`config.mk`:
```
export PLATFORM = sky130hd
export DESIGN_NAME = fifo_reader_flat
export DESIGN_NICKNAME = d
export VERILOG_FILES = /design/src/rtl/fifo_reader_pkg.sv /design/src/rtl/fifo_reader_if.sv /design/src/rtl/fifo_reader_buf.sv /design/src/rtl/fifo_reader.sv /design/src/flat_wrapper.sv
export SDC_FILE = /design/constraint.sdc
export NUM_CORES = 1
export LEC_CHECK = 0
export CAP_MARGIN = 15
export CELL_PAD_IN_SITES_DETAIL_PLACEMENT = 0
export CELL_PAD_IN_SITES_GLOBAL_PLACEMENT = 1
export CORE_MARGIN = 4
export CORE_UTILIZATION = 32
export CTS_CLUSTER_SIZE = 12
export DETAILED_ROUTE_END_ITERATION = 12
export PLACE_DENSITY = 0.83
export SETUP_SLACK_MARGIN = 0.2
export SYNTH_ARGS = -nofsm -noshare
export SYNTH_HDL_FRONTEND = slang
export SYNTH_SLANG_ARGS = --single-unit
export TNS_END_PERCENT = 1
```
`constraint.sdc`:
```
create_clock -name clk -period 2 [get_ports clk]
set_input_delay 0.4 -clock clk [delete_from_list [all_inputs] [get_ports clk]]
set_output_delay 0.4 -clock clk [all_outputs]
set_load 0.03 [all_outputs]
```
`src/rtl/fifo_reader_pkg.sv`:
```
// Shared memory-side constants for the synchronous FIFO and its reader.
package fifo_reader_pkg;

  // Default word width of the attached synchronous FIFO.
  localparam int MEM_DW = 32;

  // Words the reader is responsible for: buffered plus the one in flight.
  function automatic logic [2:0] occ_of(input logic [1:0] level, input logic inflight);
    return {1'b0, level} + {2'b0, inflight};
  endfunction

endpackage

```
`src/rtl/fifo_reader_if.sv`:
```
// Bundle of the FIFO read port and the downstream valid/ready stream.
//
// Handshake semantics:
//   FIFO side: fifo_rd_en pops one word at the clk edge; that word is
//   presented on fifo_rd_data in the following cycle. fifo_rd_en is never
//   raised while fifo_empty is high.
//   Stream side: a word moves at every clk edge where out_valid && out_ready.
//   While out_valid is high and the word has not moved, out_data is held
//   stable; out_valid does not depend on out_ready.
interface fifo_reader_if
  import fifo_reader_pkg::*;
#(
  parameter int DW = MEM_DW
) ();

  logic          fifo_empty;
  logic          fifo_rd_en;
  logic [DW-1:0] fifo_rd_data;
  logic          out_valid;
  logic          out_ready;
  logic [DW-1:0] out_data;
  logic          flush;
  logic [1:0]    level;
  logic          dbg_inflight;

  // Reader side.
  modport master (
    input  fifo_empty, fifo_rd_data, out_ready, flush,
    output fifo_rd_en, out_valid, out_data, level, dbg_inflight
  );

  // Environment side: FIFO plus downstream consumer.
  modport slave (
    output fifo_empty, fifo_rd_data, out_ready, flush,
    input  fifo_rd_en, out_valid, out_data, level, dbg_inflight
  );

endinterface

```
`src/rtl/fifo_reader_buf.sv`:
```
// Two-entry register queue (head, tail). A pop is applied before a push in
// the same cycle, so a push always lands in the first free entry after the pop.
module fifo_reader_buf
  import fifo_reader_pkg::*;
#(
  parameter int DW = MEM_DW
) (
  input  logic          clk,
  input  logic          rst,
  input  logic          push,
  input  logic [DW-1:0] push_data,
  input  logic          pop,
  input  logic          clear,
  output logic [1:0]    level,
  output logic [DW-1:0] head_data
);

  logic [DW-1:0] head_q, head_d;
  logic [DW-1:0] tail_q, tail_d;
  logic [1:0]    level_q, level_d;
  logic [1:0]    kept;

  // Next-state: pop first (tail shifts to head), then push into the free slot.
  always_comb begin
    head_d  = head_q;
    tail_d  = tail_q;
    kept    = level_q;
    if (pop && level_q != 2'd0) begin
      kept = level_q - 2'd1;
      if (level_q == 2'd2) head_d = tail_q;
    end
    level_d = kept;
    if (push) begin
      if (kept == 2'd0) head_d = push_data;
      else              tail_d = push_data;
      level_d = kept + 2'd1;
    end
    if (clear) level_d = 2'd0;
  end

  // State registers; reset also zeroes the data so out_data reads 0.
  always_ff @(posedge clk) begin
    if (rst) begin
      head_q  <= '0;
      tail_q  <= '0;
      level_q <= 2'd0;
    end else begin
      head_q  <= head_d;
      tail_q  <= tail_d;
      level_q <= level_d;
    end
  end

  assign level     = level_q;
  assign head_data = head_q;

endmodule

```
`src/rtl/fifo_reader.sv`:
```
// Converts a 1-cycle-latency rd_en/empty FIFO read port into a valid/ready
// stream. Reads are issued only when the word can be guaranteed a slot:
// either fewer than two words are owned (buffered + in flight) or a word
// leaves this cycle.
module fifo_reader
  import fifo_reader_pkg::*;
#(
  parameter int DW = MEM_DW
) (
  input  logic          clk,
  input  logic          rst,
  fifo_reader_if.master bus
);

  logic          inflight_q, inflight_d;
  logic          pop;
  logic          push;
  logic          rd_en;
  logic [1:0]    level;
  logic [2:0]    occ;
  logic [DW-1:0] head_data;

  assign pop   = (level != 2'd0) && bus.out_ready;
  assign occ   = occ_of(level, inflight_q);
  // out_ready reaches rd_en only through pop: a leaving word frees a slot.
  assign rd_en = !bus.fifo_empty && !bus.flush && !rst && ((occ < 3'd2) || pop);
  // A word in flight during flush is dropped; during reset the buffer resets.
  assign push  = inflight_q && !bus.flush;

  // The word requested this cycle arrives next cycle.
  always_comb begin
    inflight_d = rd_en;
  end

  // In-flight flag register.
  always_ff @(posedge clk) begin
    if (rst) inflight_q <= 1'b0;
    else     inflight_q <= inflight_d;
  end

  fifo_reader_buf #(.DW(DW)) u_buf (
    .clk       (clk),
    .rst       (rst),
    .push      (push),
    .push_data (bus.fifo_rd_data),
    .pop       (pop),
    .clear     (bus.flush),
    .level     (level),
    .head_data (head_data)
  );

  assign bus.fifo_rd_en   = rd_en;
  assign bus.out_valid    = (level != 2'd0);
  assign bus.out_data     = head_data;
  assign bus.level        = level;
  assign bus.dbg_inflight = inflight_q;

endmodule
```
`src/flat_wrapper.sv`:
```
// flat-port wrapper written by rule: the top's interface ports become plain ports
module fifo_reader_flat import fifo_reader_pkg::*;
#(
  parameter int DW = MEM_DW
)
  (clk, rst, bus_fifo_empty, bus_fifo_rd_data, bus_out_ready, bus_flush, bus_fifo_rd_en, bus_out_valid, bus_out_data, bus_level, bus_dbg_inflight);
  fifo_reader_if #(.DW(DW)) bus_i ();
  input  logic clk;
  input  logic rst;
  input wire logic [$bits(bus_i.fifo_empty)-1:0] bus_fifo_empty;
  input wire logic [$bits(bus_i.fifo_rd_data)-1:0] bus_fifo_rd_data;
  input wire logic [$bits(bus_i.out_ready)-1:0] bus_out_ready;
  input wire logic [$bits(bus_i.flush)-1:0] bus_flush;
  output wire logic [$bits(bus_i.fifo_rd_en)-1:0] bus_fifo_rd_en;
  output wire logic [$bits(bus_i.out_valid)-1:0] bus_out_valid;
  output wire logic [$bits(bus_i.out_data)-1:0] bus_out_data;
  output wire logic [$bits(bus_i.level)-1:0] bus_level;
  output wire logic [$bits(bus_i.dbg_inflight)-1:0] bus_dbg_inflight;
  assign bus_i.fifo_empty = bus_fifo_empty;
  assign bus_i.fifo_rd_data = bus_fifo_rd_data;
  assign bus_i.out_ready = bus_out_ready;
  assign bus_i.flush = bus_flush;
  assign bus_fifo_rd_en = bus_i.fifo_rd_en;
  assign bus_out_valid = bus_i.out_valid;
  assign bus_out_data = bus_i.out_data;
  assign bus_level = bus_i.level;
  assign bus_dbg_inflight = bus_i.dbg_inflight;
  fifo_reader #(.DW(DW)) u_core (.clk(clk), .rst(rst), .bus(bus_i));
endmodule
```
==> results of run 1 <==
## final cells by class
class,count,area [um2],area share (%)
Timing Repair Buffer,89,931,22.2
Multi-Input combinational cell,252,1590,37.8
Inverter,3,13.8,0.328
Tap cell,108,135,3.22
Sequential cell,67,1350,32.2
Clock inverter,3,40.0,0.954
Clock buffer,11,141,3.37
## how the worst min path moves through the flow
stage,endpoint
final,u_core.u_buf.tail_q[17]
after global routing,u_core.u_buf.tail_q[17]
after CTS,u_core.u_buf.tail_q[27]
after detailed placement,u_core.u_buf.tail_q[27]
after global placement,u_core.u_buf.tail_q[3]
after floorplan,u_core.u_buf.tail_q[0]
## synth_stat cells
cell type,n,share of area [%]
buf_4,3,0.78
buf_6,4,1.6
nor4_1,2,0.43
clkbuf_2,1,0.17
ha_1,4,1.7
a21oi_1,33,5.7
buf_2,13,2.2
o21ai_0,1,0.17
and3b_1,2,0.61
dfxtp_1,67,46
nand2_1,132,17
nor2_1,35,4.5
a311oi_1,13,3.9
inv_1,3,0.39
nor2b_2,1,0.30
xnor2_1,1,0.30
nand3b_1,3,0.78
a311oi_2,20,10
clkbuf_1,8,1.0
or3_1,2,0.43
mux2i_1,1,0.35
nor3b_2,1,0.43
or3b_1,1,0.30
## power by group
group          internal [W]  switching (W)  total, W  leakage (nW)
registers           0.00136      0.0000175   0.00138         0.543
clock network      0.000593       0.000486   0.00108        0.0950
logic              0.000168       0.000186  0.000354         0.838
## flip-flops by register name (all words and copies together), names as in the netlist
name                     cells
u_core.bus.dbg_inflight      1
u_core.u_buf.tail_q         32
u_core.u_buf.head_data      32
u_core.u_buf.level           2
## kinds of logic after synthesis
logic type / count (synthesis)
buf+inv: 32
compound gates: 67
simple gates: 179
flops: 67
xor+xnor: 1
fa+ha+maj: 4
mux: 1
## critical path: stages
cell and delay, ns:
clkdlybuf4s50_1 0.48, nor2b_4 0.22, buf_6 0.12, nor2_2 0.04
nor4_2 0.13, buf_4 0.20
## what timing repair did
item	in CTS	in global routing
setup buffers	2	0
gates resized for setup	46	16
endpoints found under the setup margin	71	72
pin swaps	27	16
## metrics by stage
step	std cells	util, %	power (W)	setup slack, ns
3_5_place_dp	517	43.4	0.00174	-0.358
5_1_grt	533	47.9	0.00294	-0.0995
6_report	533	47.9	0.00281	0.00572
2_1_floorplan	351	-	0.00157	0.0602
3_3_place_gp	517	43.4	0.00174	-0.263
4_1_cts	533	47.3	0.00285	-0.0235
## metal layers
| layer | global-route usage (%) | routed length, um | up-vias | part of all wire, % |
|---|---|---|---|---|
| li1 | - | - | 1322 | - |
| met1 | 17.5 | 3190 | 1229 | 44 |
| met2 | 23.4 | 3470 | 64 | 48 |
| met3 | 3.92 | 442 | 8 | 6.1 |
| met4 | 5.68 | 106 | 0 | 1.5 |
| met5 | 0 | 0 | - | 0 |
==> metrics.md, run 1 <==
| Metric | Value |
|---|---|
| Fraction of the mapped netlist area in adder cells | 1.73% |
| Synth Area in Compound Gates | 20.2% |
| Worst setup EP type | primary output |
| RSZ-0062 raised after global routing | true |
| Die Y | 103 um |
| Critical path destination | bus_fifo_rd_en |
| FF-to-FF path depth | 9 |
| Hpwl dp | 4750 um |
| Antenna cells | 0 |
| Yosys warns | 0 |
| Clock H-tree levels | 3 |
| Worst-margin pin slew | 0.452 ns |
| Hold buffer count at cts | 0 |
| Worst-Skew Late Latency | 0.33 ns |
| Arr. time, crit path | 1.59 ns |
| Post-DRT Antenna Nets | 0 |
| Total Routing Usage GR | 14.2% |
| Layout cells sized above 1 | 22.4% |
| CTS max path bufs | 2 |
| Largest family of logic cells by synthesized area | simple AND/OR/NAND/NOR gates |
| PortBufs | 73 |
| Cell Area, Placed | 0.00380 mm2 |
| DRC Markers | 0 |
| Synth Area in Simple Gates | 24.9% |
| Min-delay src | u_core.u_buf.tail_q[17] |
| Vias per inst | 4.92 |
| # nets final | 463 |
| Fin crit period | 1.99 ns |
| Area Overhead vs Synth | 44.9% |
| Max Freq | 501 MHz |
| Synth Area in XOR/XNOR | 0.303% |
| Max-cap violation count | 0 |
| Final non-filler cell area | 0.00420 mm2 |
| Die Wd | 103 um |
| Clock root cell | clkbuf_8 |
| Syn avg cell area | 8.25 um2 |
| Grt ovf | 0 |
| Cell Rows | 34 |
| Synth Net Count | 392 |
| Antenna violations before repair | 0 |
| Max FO, Critical Path | 5 |
| Core box area | 0.00876 mm2 |
| Num CTS Buffers | 9 |
| Unique masters post-synth | 23 |
| Gate Count Post-Synth | 351 |
| Worst hold path type | register to register |
| Wire per inst | 13.5 um |
| Most frequent cells in the layout | nand2_1 (132), dfxtp_1 (65), clkdlybuf4s50_1 (59) |
| DR vias | 2623 |
| Cell area after synthesis | 0.00290 mm2 |
| Critical Path Start Type | input pin |
| Leak pwr | 1.48 nW |
| Hold path depth | 2 |
| Flop2flop setup slack | 0.03 ns |
| R2r endpoint | u_core.u_buf.head_data[10] |
| Vias in the first global route | 2522 |
| Req. time, crit path | 1.60 ns |
| Crit Path Category | input pin to primary output |
| CTS tree | built |
| Max transition margin | 69.9% |
| Final GP Congestion | 0.714 |
| Initial core utilization | 33.0% |
| Clk sink count | 67 |
| Final Hold Viols | 0 |
| Final Cycle Share | 99.7% |
| Initial DRT Pass Iterations | 4 |
| I/O pins | 74 |
| Setup TNS Final | 0 ns |
| Fillers | 848 |
| Peak supply drop | 0.315 mV |
| Global-route wire length before repair | 12000 um |
| Clk slew on worst S/H paths | 0.07 ns |
| Die area | 0.0106 mm2 |
| Routed wire length | 7200 um |
| Synthesis-stage register bit count | 67 |
| Worst Setup SP | bus_out_ready |
| Iter 0 DRT Violations | 116 |
| Worst clock skew | 0.00448 ns |
| Max-slew violations | 0 |
| Register area share after synthesis | 46.3% |
| Outcome | complete, no violations |
| Hold slack final | 0.454 ns |
| Multiplexer share of the synthesized area | 0.346% |
| Leading cell type in the layout, fill and taps excluded | nand2_1 |
| Reg-to-Reg Start | u_core.u_buf.level[0] |
| Largest net degree at the start of global routing | 35 |
| Setup-failing EPs final | 0 |
| Cell Pwr Density | 670 mW/mm2 |
Note: power is estimated with default switching activity, not from simulation.
==> inputs of run 2 (changes only) <==
--- a/config.mk
+++ b/config.mk
@@ -9,10 +9,10 @@
 export CELL_PAD_IN_SITES_DETAIL_PLACEMENT = 0
 export CELL_PAD_IN_SITES_GLOBAL_PLACEMENT = 1
 export CORE_MARGIN = 4
-export CORE_UTILIZATION = 32
+export CORE_UTILIZATION = 35
 export CTS_CLUSTER_SIZE = 12
 export DETAILED_ROUTE_END_ITERATION = 12
-export PLACE_DENSITY = 0.83
+export PLACE_DENSITY = 0.85
 export SETUP_SLACK_MARGIN = 0.2
 export SYNTH_ARGS = -nofsm -noshare
 export SYNTH_HDL_FRONTEND = slang
==> constraint.sdc (replaced) <==
create_clock -name clk -period 2.09 [get_ports clk]
set_input_delay 0.418 -clock clk [delete_from_list [all_inputs] [get_ports clk]]
set_output_delay 0.418 -clock clk [all_outputs]
set_load 0.03 [all_outputs]
==> run 2 against run 1 <==
Compared with the run above:
- wire length rose by 4.7%
- global-route usage grew 0.80 points
- non-clock buffer count is 6 higher
- clock skew increased by 0.0038 ns
- sequential power down 4%
- design area grew 1.7%
- first-iteration DRC count fell by 16%
- total power decreased by 4.7%
- critical path type is now register to primary output
- register-to-register slack gained 0.04 ns
- worst setup slack better by 0.059 ns
- core utilization rose by 6.2 points
- hold slack improved by 0.0010 ns
==> metrics.md, run 2 (synthesis gave the netlist of run 1 again) <==
| Metric | Value |
|---|---|
| Hpwl dp | 4670 um (-1.6%) |
| Worst-margin pin slew | 0.412 ns (-0.0403 ns) |
| PortBufs | 73 (unchanged) |
| Iter 0 DRT Violations | 97 (-16%) |
| Die Wd | 99.0 um (-4.0%) |
| Post-Place Cells | 509 (-1.5%) |
| Clk sink count | 67 (unchanged) |
| CTS max path bufs | 2 (unchanged) |
| Layout cells sized above 1 | 24.2% (+1.9 points) |
| Req. time, crit path | 1.67 ns (+0.07 ns) |
| Max Freq | 494 MHz |
| Area Overhead vs Synth | 47.3% |
| Peak supply drop | 0.239 mV (-24%) |
| Cell Pwr Density | 628 mW/mm2 (-6.3%) |
| Max-slew violations | 0 (unchanged) |
| Clk slew on worst S/H paths | 0.07 ns (about the same) |
| Met3 Use GR | 3.18% (-0.74 points) |
| Die Y | 99.0 um (-4.0%) |
| Final Worst Setup Slack | 0.0646 ns (+0.0589 ns) |
| Post-DRT Antenna Nets | 0 (unchanged) |
| Cell Area, Placed | 0.00379 mm2 (-0.26%) |
| Worst-Skew Late Latency | 0.34 ns (about the same) |
| Die area | 0.00979 mm2 (-7.9%) |
| Global-route wire length before repair | 11900 um (-0.28%) |
| CTS tree | built |
| Max FO, Critical Path | 4 (-1) |
| Final GP Congestion | 0.749 (+4.8%) |
| Initial DRT Pass Iterations | 4 (unchanged) |
| Initial core utilization | 36.7% (+3.7 points) |
| Grt ovf | 0 (unchanged) |
| Vias per inst | 5.08 (+3.2%) |
| Fin crit period | 2.03 ns |
| Clock root cell | clkbuf_8 |
| Worst setup EP type | primary output |
| Crit Path Category | register to primary output |
| Layout Cells excl Fill | 535 (+0.38%) |
| Leak pwr | 1.41 nW (-4.3%) |
| # nets final | 469 (+1.3%) |
| Worst hold path type | register to register |
| Final Cycle Share | 96.9% |
| Cell Rows | 32 (-5.9%) |
| Busiest grt layer | met2 |
| Vias in the first global route | 2491 (-1.2%) |
| I/O pins | 74 (unchanged) |
| Grt met1 use | 18.2% (+0.69 points) |
| Leading cell type in the layout, fill and taps excluded | nand2_1 |
| Final non-filler cell area | 0.00427 mm2 (+1.7%) |
| Critical Path Start Type | register |
| Max-cap violation count | 0 (unchanged) |
| Wire per inst | 14.1 um (+4.3%) |
| Total Routing Usage GR | 15.0% (+0.80 points) |
| Clock H-tree levels | 3 (unchanged) |
| Antenna cells | 0 (unchanged) |
| Final Hold Viols | 0 (unchanged) |
| Outcome | complete, no violations |
| RSZ-0062 raised after global routing | true |
| Arr. time, crit path | 1.61 ns (+0.02 ns) |
| Routed wire length | 7540 um (+4.7%) |
| Setup slack at placement | -0.247 ns (+0.111 ns) |
| Core box area | 0.00789 mm2 (-10%) |
| Antenna violations before repair | 0 (unchanged) |
| DR vias | 2718 (+3.6%) |
| Met2 Use GR | 25.2% (+1.8 points) |
| Hold slack final | 0.455 ns (+0.00101 ns) |
| Hold buffer count at cts | 0 (unchanged) |
| Setup-failing EPs final | 0 (unchanged) |
| Largest net degree at the start of global routing | 69 (+97%) |
| Num CTS Buffers | 9 (unchanged) |
| Max transition margin | 72.5% (+2.6 points) |
| DRC Markers | 0 (unchanged) |
| Worst clock skew | 0.00824 ns (+0.00377 ns) |
| Most frequent cells in the layout | nand2_1 (132), clkdlybuf4s50_1 (68), dfxtp_1 (65) |
-- run 2: power by group --
group	internal [W]	switching [W]
Clock	0.000529	0.000474
Combinational	0.000172	0.000182
Sequential	0.00130	0.0000174
Total	0.00201	0.000674
-- run 2: worst paths after layout --
kind	from	to	slack [ns]	depth (start not counted)
max	u_core.u_buf.level[0]	bus_fifo_rd_en	0.06	7
min	u_core.u_buf.tail_q[31]	u_core.u_buf.tail_q[31]	0.46	2
max reg2reg	u_core.u_buf.level[0]	u_core.u_buf.head_data[28]	0.07	10
min reg2reg	u_core.u_buf.tail_q[31]	u_core.u_buf.tail_q[31]	0.46	2
-- run 2: worst max-delay path, cell delays in order, from the launching register on --
cell and delay (ns):
dfxtp_4 0.37, inv_4 0.04, ha_4 0.16, nor2b_4 0.15, buf_6 0.12, nor2_4 0.03, nor4_4 0.20, buf_4 0.19
-- run 2: cell type report --
type / instances / area [um2]
Clock buffer: 12 / 166
Fill cell: 733 / 3620
Sequential cell: 67 / 1350
Clock inverter: 4 / 22.5
Multi-Input combinational cell: 252 / 1570
Timing Repair Buffer: 95 / 1010
Tap cell: 102 / 128
Inverter: 3 / 16.3
-- run 2: what timing repair did --
action / CTS / global route
cloned: 0 / 1
hold endpoints to repair: 0 / 0
setup endpoints to repair: 67 / 65
gates resized for setup: 49 / 5
pin swaps: 27 / 3
buffers inserted: 0 / 9
-- run 2: metrics by stage --
stage	util (%)	power, W	setup TNS (ns)
after CTS	52.6	0.00270	-0.00309
final	54.1	0.00268	0
after global placement	48.1	0.00167	-9.65
after detailed placement	48.1	0.00167	-12.14
after floorplan	-	0.00151	0
after global routing	54.1	0.00278	-0.00578
-- run 2: routing by layer --
layer	up-vias	part of all wire [%]	routed length, um
met2	81	48	3590
li1	1337	-	-
met5	-	0	0
met4	0	2.6	195
met1	1284	44	3310
met3	16	6.0	450
